[config.mk]
export PLATFORM = sky130hd
export DESIGN_NAME = vec_normalize
export DESIGN_NICKNAME = d
export VERILOG_FILES = /design/src/rtl/vec_normalize.sv
export SDC_FILE = /design/constraint.sdc
export NUM_CORES = 2
export LEC_CHECK = 0
export BUFFER_PORTS_ARGS = -buffer_cell sky130_fd_sc_hd__buf_2
export CAP_MARGIN = 30
export CORE_MARGIN = 3
export CORE_UTILIZATION = 54
export DETAILED_ROUTE_END_ITERATION = 8
export PLACE_DENSITY = 0.78
export RECOVER_POWER = 25
export SYNTH_ARGS = -nofsm -noshare
export SYNTH_HDL_FRONTEND = slang
export SYNTH_SLANG_ARGS = --single-unit
export TNS_END_PERCENT = 30
[constraint.sdc]
create_clock -name clk -period 16.2 [get_ports clk]
set_input_delay 0.81 -clock clk [delete_from_list [all_inputs] [get_ports clk]]
set_output_delay 0.81 -clock clk [all_outputs]
set_load 0.02 [all_outputs]
[src/rtl/vec_normalize.sv]
`default_nettype none
// ============================================================================
// Module      : vec_normalize
// Description : Front/back end around the inverse-norm unit. It collects N
//               signed elements, buffers them and accumulates their sum of
//               squares. It hands that sum to the inverse-norm unit and takes
//               back the Q15 1/sqrt mantissa and its leading-zero scale. It
//               then streams each buffered element scaled to unit norm as a
//               saturated Q15 value.
// Ports       : clk, nrst              - clock, async active-low reset
//               in_valid/in_ready/in_data    - element input stream
//               sq_valid/sq_data             - sum of squares to inverse-norm
//               inv_valid/inv_data/inv_scale - inverse-norm result
//               out_valid/out_ready/out_data/out_last - normalised stream
//               busy                         - vector in progress
// Revision    : 1.0 - initial release
// ============================================================================
module vec_normalize #(
    parameter int N  = 16,
    parameter int DW = 12
) (
    input  logic                 clk,
    input  logic                 nrst,
    input  logic                 in_valid,
    output logic                 in_ready,
    input  logic signed [DW-1:0] in_data,
    output logic                 sq_valid,
    output logic        [31:0]   sq_data,
    input  logic                 inv_valid,
    input  logic signed [31:0]   inv_data,
    input  logic        [5:0]    inv_scale,
    output logic                 out_valid,
    input  logic                 out_ready,
    output logic signed [15:0]   out_data,
    output logic                 out_last,
    output logic                 busy
);

    localparam int IW = $clog2(N);
    localparam int CW = $clog2(N + 1);

    localparam logic signed [47:0] SAT_MAX = 48'sd32767;
    localparam logic signed [47:0] SAT_MIN = -48'sd32768;
    localparam logic signed [47:0] INV_SQRT2_Q15 = 48'sd23170;

    typedef enum logic [2:0] {
        S_COLLECT = 3'd0,
        S_SEND    = 3'd1,
        S_WAIT    = 3'd2,
        S_CALC    = 3'd3,
        S_EMIT    = 3'd4
    } state_t;

    state_t r_state;
    state_t w_next;

    logic        [CW-1:0] r_count;
    logic        [IW-1:0] r_idx;
    logic        [31:0]   r_acc;
    logic signed [DW-1:0] r_buf [N];
    logic signed [31:0]   r_inv_data;
    logic        [5:0]    r_inv_scale;
    logic signed [31:0]   r_f;
    logic        [3:0]    r_k;

    logic                 w_xfer;
    logic        [2*DW-1:0] w_sq;
    logic        [31:0]   w_acc_next;
    logic                 w_last_in;
    logic                 w_out_xfer;
    logic        [IW-1:0] w_sel;
    logic signed [DW-1:0] w_elem;
    logic signed [47:0]   w_prod;
    logic signed [47:0]   w_shift;
    logic signed [15:0]   w_sat;
    logic        [4:0]    w_p;
    logic signed [47:0]   w_odd_prod;
    logic                 w_unused;

    assign in_ready   = (r_state == S_COLLECT);
    assign sq_valid   = (r_state == S_SEND);
    assign busy       = !((r_state == S_COLLECT) && (r_count == '0));

    assign w_xfer     = in_valid && in_ready;
    // Square of a signed element is non-negative and fits in 2*DW bits.
    assign w_sq       = in_data * in_data;
    assign w_acc_next = r_acc + 32'(w_sq);
    assign w_last_in  = (r_count == CW'(N - 1));
    assign w_out_xfer = out_valid && out_ready;

    // On an accepted output the next element is loaded in the same cycle, so
    // the product is taken from idx+1; otherwise from the element at idx.
    assign w_sel   = w_out_xfer ? (r_idx + IW'(1)) : r_idx;
    assign w_elem  = r_buf[w_sel];
    assign w_prod  = $signed({{(48-DW){w_elem[DW-1]}}, w_elem}) *
                     $signed({{16{r_f[31]}}, r_f});
    assign w_shift = w_prod >>> r_k;
    assign w_sat   = (w_shift > SAT_MAX) ? 16'sh7fff :
                     (w_shift < SAT_MIN) ? 16'sh8000 : w_shift[15:0];

    // Odd exponent: fold the leftover sqrt(2) into the mantissa.
    assign w_p        = 5'd31 - r_inv_scale[4:0];
    assign w_odd_prod = $signed({{16{r_inv_data[31]}}, r_inv_data}) * INV_SQRT2_Q15;
    assign w_unused   = ^{w_odd_prod[47], w_odd_prod[14:0]};

    // ------------------------------------------------------------------
    // State register
    // ------------------------------------------------------------------
    always_ff @(posedge clk or negedge nrst) begin
        if (!nrst) begin
            r_state <= S_COLLECT;
        end else begin
            r_state <= w_next;
        end
    end

    // ------------------------------------------------------------------
    // Next-state logic
    // ------------------------------------------------------------------
    always_comb begin
        w_next = r_state;
        case (r_state)
            S_COLLECT: begin
                if (w_xfer && w_last_in) begin
                    w_next = (w_acc_next != 32'd0) ? S_SEND : S_EMIT;
                end
            end
            S_SEND:  w_next = S_WAIT;
            S_WAIT: begin
                if (inv_valid) begin
                    w_next = S_CALC;
                end
            end
            S_CALC:  w_next = S_EMIT;
            S_EMIT: begin
                if (w_out_xfer && out_last) begin
                    w_next = S_COLLECT;
                end
            end
            default: w_next = S_COLLECT;
        endcase
    end

    // ------------------------------------------------------------------
    // Element buffer (no reset needed: always written before being read)
    // ------------------------------------------------------------------
    always_ff @(posedge clk) begin
        if (w_xfer) begin
            r_buf[r_count[IW-1:0]] <= in_data;
        end
    end

    // ------------------------------------------------------------------
    // Datapath registers
    // ------------------------------------------------------------------
    always_ff @(posedge clk or negedge nrst) begin
        if (!nrst) begin
            r_count     <= '0;
            r_idx       <= '0;
            r_acc       <= '0;
            sq_data     <= '0;
            r_inv_data  <= '0;
            r_inv_scale <= '0;
            r_f         <= '0;
            r_k         <= '0;
            out_valid   <= 1'b0;
            out_data    <= '0;
            out_last    <= 1'b0;
        end else begin
            case (r_state)
                S_COLLECT: begin
                    if (w_xfer) begin
                        r_acc   <= w_acc_next;
                        r_count <= r_count + CW'(1);
                        if (w_last_in) begin
                            if (w_acc_next != 32'd0) begin
                                sq_data <= w_acc_next;
                            end else begin
                                // All-zero vector: every output is zero.
                                r_f <= '0;
                                r_k <= '0;
                            end
                        end
                    end
                end
                S_WAIT: begin
                    if (inv_valid) begin
                        r_inv_data  <= inv_data;
                        r_inv_scale <= inv_scale;
                    end
                end
                S_CALC: begin
                    if (r_inv_scale > 6'd31) begin
                        r_f <= '0;
                        r_k <= '0;
                    end else begin
                        r_k <= w_p[4:1];
                        r_f <= w_p[0] ? w_odd_prod[46:15] : r_inv_data;
                    end
                end
                S_EMIT: begin
                    if (!out_valid) begin
                        out_valid <= 1'b1;
                        out_data  <= w_sat;
                        out_last  <= (r_idx == IW'(N - 1));
                    end else if (w_out_xfer) begin
                        if (out_last) begin
                            out_valid <= 1'b0;
                            out_last  <= 1'b0;
                            r_idx     <= '0;
                            r_count   <= '0;
                            r_acc     <= '0;
                        end else begin
                            r_idx    <= r_idx + IW'(1);
                            out_data <= w_sat;
                            out_last <= (r_idx == IW'(N - 2));
                        end
                    end
                end
                default: begin
                end
            endcase
        end
    end

endmodule
`default_nettype wire

After elaboration in Yosys (flattened, before gate mapping)
Memories as Yosys holds them, arrays and structs flattened.
Index checks and enable logic that the tools add are counted.
Operators by class
  $add $sub $neg: 4
  multiply operators: 3
  divide/modulo/power cells: 0
  order comparisons: 3
  eq/ne operators: 18
  shift operators: 1
  mux-type cells: 41
  bitwise gates (word level): 0
  reduce and logical (&&, ||, !) cells: 19
Operators by type and width (number)
  two-way mux 32 bit: 9
  one-hot mux 32 bit (2 select lines): 2
  two-way mux 16 bit: 5
  greater-than comparator 48 x 16 -> 1 bit (second input constant): 1
  < comparator 48 x 16 -> 1 bit (second input constant): 1
  >>> shifter 44 x 4 -> 48 bit: 1
  multiplier 32 x 15 -> 46 bit (second input constant): 1
  multiplier 12 x 32 -> 44 bit: 1
  adder 32 x 24 -> 32 bit: 1
  nonzero test 32 bit: 1
  multiplier 12 x 12 -> 24 bit: 1
  two-way mux 4 bit: 6
  two-way mux 5 bit: 4
  one-hot mux 3 bit (5 select lines): 1
  != test 2 bit (second input constant): 7
  two-way mux 3 bit: 4
  one-hot mux 5 bit (2 select lines): 1
  AND reduction 3 bit: 3
  == test 4 bit (second input constant): 2
  two-way mux 1 bit: 8
  != test 2 x 1 -> 1 bit (second input constant): 4
  one-hot mux 4 bit (2 select lines): 1
  AND reduction 4 bit: 2
  == test 3 x 2 -> 1 bit (second input constant): 2
  14 further kinds: 20
Word-level totals
  flip-flop bits (word level): 168
  latch bits: 0
  memory bits (writable): 192
  ROM bits: 0
  output and inout bits: 53
  logic and storage cells: 102
  memories kept: 1
Memory list
  r_buf: words 16, bits a word 12, rd ports 1, clocked after Yosys merged registers in 0, wr ports 1, line 60  | logic signed [DW-1:0] r_buf [N];

Depth between registers and ports, before layout
An unclocked memory read counts as a cell.
  depth in word-level cells: 11
  gate-level depth with buffers: 43
  gate-level depth less buffers: 40

Worst setup path before layout
OpenSTA, ideal clock, no wires.
  path type: input port to flip-flop
  start point: input port out_ready
  end point: register out_data[10]
  setup time: 0.124 ns
  arrival time: 10.304 ns
  data required time: 16.076 ns
  slack: 5.772 ns
  cell stages on the path: 33
  path through: nand2_1 > o21ai_1 > clkbuf_1 > buf_1 > mux4_2 > mux4_2 > clkbuf_1 > and2_1 > fa_1 > ha_1 > inv_1 > fa_1 > inv_1 > fa_1 > inv_1 > fa_1 > inv_1 > ha_1 > buf_2 > a21o_1 > a21o_1 > a21oi_1 > nand3_1 > o21a_1 > o311a_1 > mux4_2 > o2bb2ai_1 > o22ai_1 > nand4b_1 > or4_1 > o21ai_2 > buf_4 > a21oi_1
Between the ends
  cells in the longest elaborated chain, start to end: 11
  elaborated cells on any way between the ends: 14
  those cells by class: 1 x mul; 2 x order compare; 1 x eq/ne; 1 x shift; 6 x mux; 2 x reduce/logical; 1 x memory
RTL lines
  start, declared: line 33  | input logic out_ready,
  logical AND 1 bit *: line 89  | assign w_out_xfer = out_valid && out_ready;
  two-way mux 4 bit: line 93  | assign w_sel = w_out_xfer ? (r_idx + IW'(1)) : r_idx;
  memory (16 x 12 bit)
  multiplier 12 x 32 -> 44 bit: line 95  | assign w_prod = $signed({{(48-DW){w_elem[DW-1]}}, w_elem}) *
  >>> shifter 44 x 4 -> 48 bit: line 97  | assign w_shift = w_prod >>> r_k;
  < comparator 48 x 16 -> 1 bit: line 99  | (w_shift < SAT_MIN) ? 16'sh8000 : w_shift[15:0];
  two-way mux 16 bit: line 99
  two-way mux 16 bit: line 98  | assign w_sat = (w_shift > SAT_MAX) ? 16'sh7fff :
  two-way mux 16 bit: line 207  | if (out_last) begin
  two-way mux 16 bit: line 206  | end else if (w_out_xfer) begin
  two-way mux 16 bit: line 202  | if (!out_valid) begin
  end signal, assigned: line 204  | out_data <= w_sat;
  end signal, assigned: line 215  | out_data <= w_sat;
  end, declared: line 34  | output logic signed [15:0] out_data,
Mark *: on every way between the ends. The rest lies on a longest branch, timed or not. The select of a mux whose other input is x is not followed.
A chain may end at the register's enable or synchronous reset.

Worst setup path in the final report
  start point: register r_idx[0]
  end point: register out_data[3]
Between the ends
  cells in the longest elaborated chain, start to end: 11
  elaborated cells on any way between the ends: 12
  those cells by class: 1 x add/sub; 1 x mul; 2 x order compare; 1 x shift; 6 x mux; 1 x memory
RTL lines
  start, declared: line 58  | logic [IW-1:0] r_idx;
  start signal, assigned: line 214  | r_idx <= r_idx + IW'(1);
  adder 4 x 1 -> 4 bit: line 93
  two-way mux 4 bit *: line 93
  memory (16 x 12 bit) *
  multiplier 12 x 32 -> 44 bit *: line 95
  >>> shifter 44 x 4 -> 48 bit *: line 97
  < comparator 48 x 16 -> 1 bit: line 99
  two-way mux 16 bit: line 99
  two-way mux 16 bit *: line 98
  two-way mux 16 bit: line 207
  two-way mux 16 bit: line 206
  two-way mux 16 bit *: line 202
Marks and branches as above.

==> results.txt <==
Clock latency on the worst-skew pair, taken at its later pin, is 0.61 ns. The worst-case hold path end point is r_inv_data[29]. The portion of netlist area occupied by mux cells was 0.05638.

Based on the critical path, the design can be clocked at up to 91.13 MHz. For the pin with the worst max-slew slack, the measured transition is 3.242 ns. Cell at the root of the clock tree: clkbuf_16.

The number of buffers created by CTS is 39. The post-synthesis share of cell area spent on and, or, nand and nor gates was 0.1225. The post-synthesis compound-gate area fraction came out at 0.09917. At the worst endpoint, the arrival time is 11.43 ns.

The post-synthesis instance area was 43740 um^2. The worst hold path was traced through 3 stages. The logs give 33130 for the via count of the first global-routing pass and 0 for the total number of yosys warnings. For this block, the via count after detailed routing is 31370. The final wirelength was 103000 um; the detail-routed via count per cell was 5.740. The portion of the post-synthesis area used by sequential elements was 0.2279; the final layout net count was 5413. Most numerous cell in the Yosys netlist: inv_1. Yosys mapped a number of flops with a built-in enable equal to 192. The die outline height is 290.6 um, and the worst-path maximum fanout is 46. The worst register-to-register path has a setup slack of 5.23 ns. The clock transition at the registers of the reported paths was 0.06 ns. Setup repair after global routing left no endpoint under its margin.

The type of the setup path with the least slack is flop to flop. Setup violations remaining at the end of the flow were counted as 0. The die is 290.6 um wide. Buffers placed on the I/O ports in this run total 107. The buffer levels on the longest clock path is 3. In this run, post-CTS repair resized a total of 0 instances. For this run the aggregate overflow at the end of global routing stands at 0.

Counting cells, the worst reg-to-reg path comes to 29. By area, the combinational part of the netlist is dominated by adder cells. In the post-synthesis netlist, the biggest area contributors are fa_1 (27%), edfxtp_1 (13%), ha_1 (11%).

The worst setup path is captured at a flop. The logs give 2494 for the count of routing violations after the opening detailed-route iteration and 0 for the remaining antenna violation count after routing. The most critical setup path has its startpoint at r_idx[0]. Entering global routing, the biggest net connects 65 pins. The endpoint of the worst register-to-register path is out_data[3]. When the netlist entered floorplanning its net count stood at 5420. Pin placement for this block handled 108 I/O pins. The die covers 84460 um^2.

The sum of net half-perimeters after detailed placement is 77910 um. The run gives 0 as the number of hold buffers added after CTS. STA puts the critical path data required time at 16.65 ns. In this run the critical register-to-register path is launched from r_idx[0]. By instance count, the cell type seen most on the critical path is fa_1. The logs give 99 for the count of distinct cell types in the synthesized netlist and 1 for the number of antenna violations at the first check in global routing. Across the routed clock network, the largest skew measured is 0.05057 ns.

The fraction of layout instances using a drive strength above 1 is 0.08246, and the post-synthesis average cell area is 9.960 um^2. The checks that failed: max-capacitance violations, max-slew violations. The number of max-cap violations was 1. After detailed routing, the number of remaining DRC violations is 0. In the synthesized netlist, the number of instances is 4392.

The H-tree was split into 2 levels. The number of max-slew violations in the final report is 57. The critical path's slowest cell was mux4_2. The proportion of register bits with asynchronous set or reset after synthesis came out at 0.4667. The most used flip-flop cell after synthesis is edfxtp_1. Final critical delay including setup and external delays: 10.97 ns. The share of the synthesized area in the top cell type came out at 0.2677. The run finished, with violations left. The global-route wire length before repair is 172000 um.

TritonCTS built the clock tree. For the worst slew margin relative to its limit, the log shows -1.161. The delay of the slowest cell on the worst path was 0.82 ns; the total negative slack for setup checks was 0 ns. The first detailed-routing pass ran for 5 iterations. The last weighted congestion value of the routability-driven placer was 0.9449.

The logs give 0 for the number of hold-slack violations in the final timing report and 0.5492 for the starting utilization of the core area. The library cell with the largest summed area after synthesis is fa_1. The XOR/XNOR share of the synthesized area came out at 0.02597. The worst hold path belongs to the class input pin to flop. Summing all multi-input logic gate instances after layout gives 29930 um^2. In the final routed layout, each cell accounts on average for 18.84 um. Sequential cell area in the final layout: 9971 um^2. The startpoint of the lowest-slack hold path was inv_data[29]. The placeable core area came out at 79640 um^2.

In the synthesized netlist, the cells that appear most often are inv_1 (840), fa_1 (585), nand2_1 (418). Type of origin of the critical path: a flop. Final clock period utilization by the worst path: 0.6773. The synthesized design contains 360 register bits.

The growth of design area from synthesis to finish was 6.358%; the synthesized-area fraction occupied by adder cells was 0.3787. The filler cells instantiated in the layout total 6532. Once the clock tree was built, the setup fixing pass inserted 0 buffers. The combined global-route utilization of all metal layers was 0.2483; the clock sink count was 360. The floorplan has 103 rows.
flip-flops by register name (all words and copies together), names as in the netlist:
| signal | count |
|---|---|
| r_k | 4 |
| r_idx | 4 |
| sq_data | 32 |
| r_f | 32 |
| r_buf | 192 |
| r_count | 5 |
| r_acc | 32 |
| out_valid | 1 |
| out_last | 1 |
| r_inv_data | 32 |
| r_inv_scale | 6 |
| r_state | 3 |
| out_data | 16 |
cells in the final DEF (no fill, tap or decap), types with 51 or more instances in the layout:
cell type / instances
o21ai_0: 167
mux4_2: 64
ha_1: 388
edfxtp_1: 192
and2_1: 246
buf_2: 96
nor2_1: 170
fa_1: 585
xnor2_1: 75
a21oi_1: 146
nand2_1: 418
inv_1: 840
mux2_2: 51
dfrtp_1: 167
routing by layer:
metal  share of wire  wire, um  vias to the layer above  track usage
met3           0.072      7388                      212      0.03936
li1                -         -                    14350            -
met1            0.42     42940                    15660       0.3351
met2            0.48     49500                     1150       0.4145
met5               0         0                        -            0
met4           0.030      3122                        0      0.07657
cells by family (layout without fill, tap and decap cells):
group | Yosys count | count (layout)
AND/OR/NAND/NOR | 1089 | 1089
buffers and inverters | 1035 | 1057
adder cells (fa/ha/maj) | 973 | 973
AO/OA/AOI/OAI | 649 | 649
flip-flops | 360 | 360
multiplexers | 160 | 160
XOR/XNOR | 126 | 126
other | 0 | 1
per-stage QoR:
stage | setup WS, ns | hold slack [ns] | util | instances | cell area [um^2]
2_1_floorplan | 5.772 | 0.4120 | - | 4392 | 43740
3_3_place_gp | 4.817 | 0.4306 | 0.5674 | 5392 | 45190
3_5_place_dp | 4.572 | 0.4314 | 0.5677 | 5393 | 45210
4_1_cts | 4.976 | 0.1535 | 0.5840 | 5463 | 46510
5_1_grt | 4.637 | 0.4083 | 0.5841 | 5464 | 46520
6_report | 5.227 | 0.4073 | 0.5842 | 5465 | 46520
worst max-delay path: cells and delay by family, from the launching register on:
kind	cells	cell delay, ns
adder cells (fa/ha/maj)	7	3.57
AO/OA/AOI/OAI	7	2.31
AND/OR/NAND/NOR	7	2.20
multiplexers	2	1.38
buffers and inverters	5	0.70
flip-flops	1	0.40
XOR/XNOR	1	0.18
cell type report:
cell class	count	share of cell area
clock inverters	24	0.005970
inverters	842	0.06793
diodes	1	0.00005379
flip-flops and latches	360	0.2143
multi-input cells	2997	0.6433
well taps	1050	0.02824
clock buffers	46	0.02197
repair buffers	145	0.01821
how the worst max path moves through the flow:
| stage | endpoint | slack [ns] | cells past startpoint |
|---|---|---|---|
| after floorplan | out_data[10] | 5.77 | 33 |
| after global placement | out_data[1] | 4.82 | 31 |
| after detailed placement | out_data[3] | 4.57 | 31 |
| after CTS | out_data[3] | 4.98 | 30 |
| after global routing | out_data[3] | 4.64 | 32 |
| final | out_data[3] | 5.23 | 29 |
Power is not shown: default switching activity piles up to over one toggle a cycle in this logic, so the estimate is an artifact.
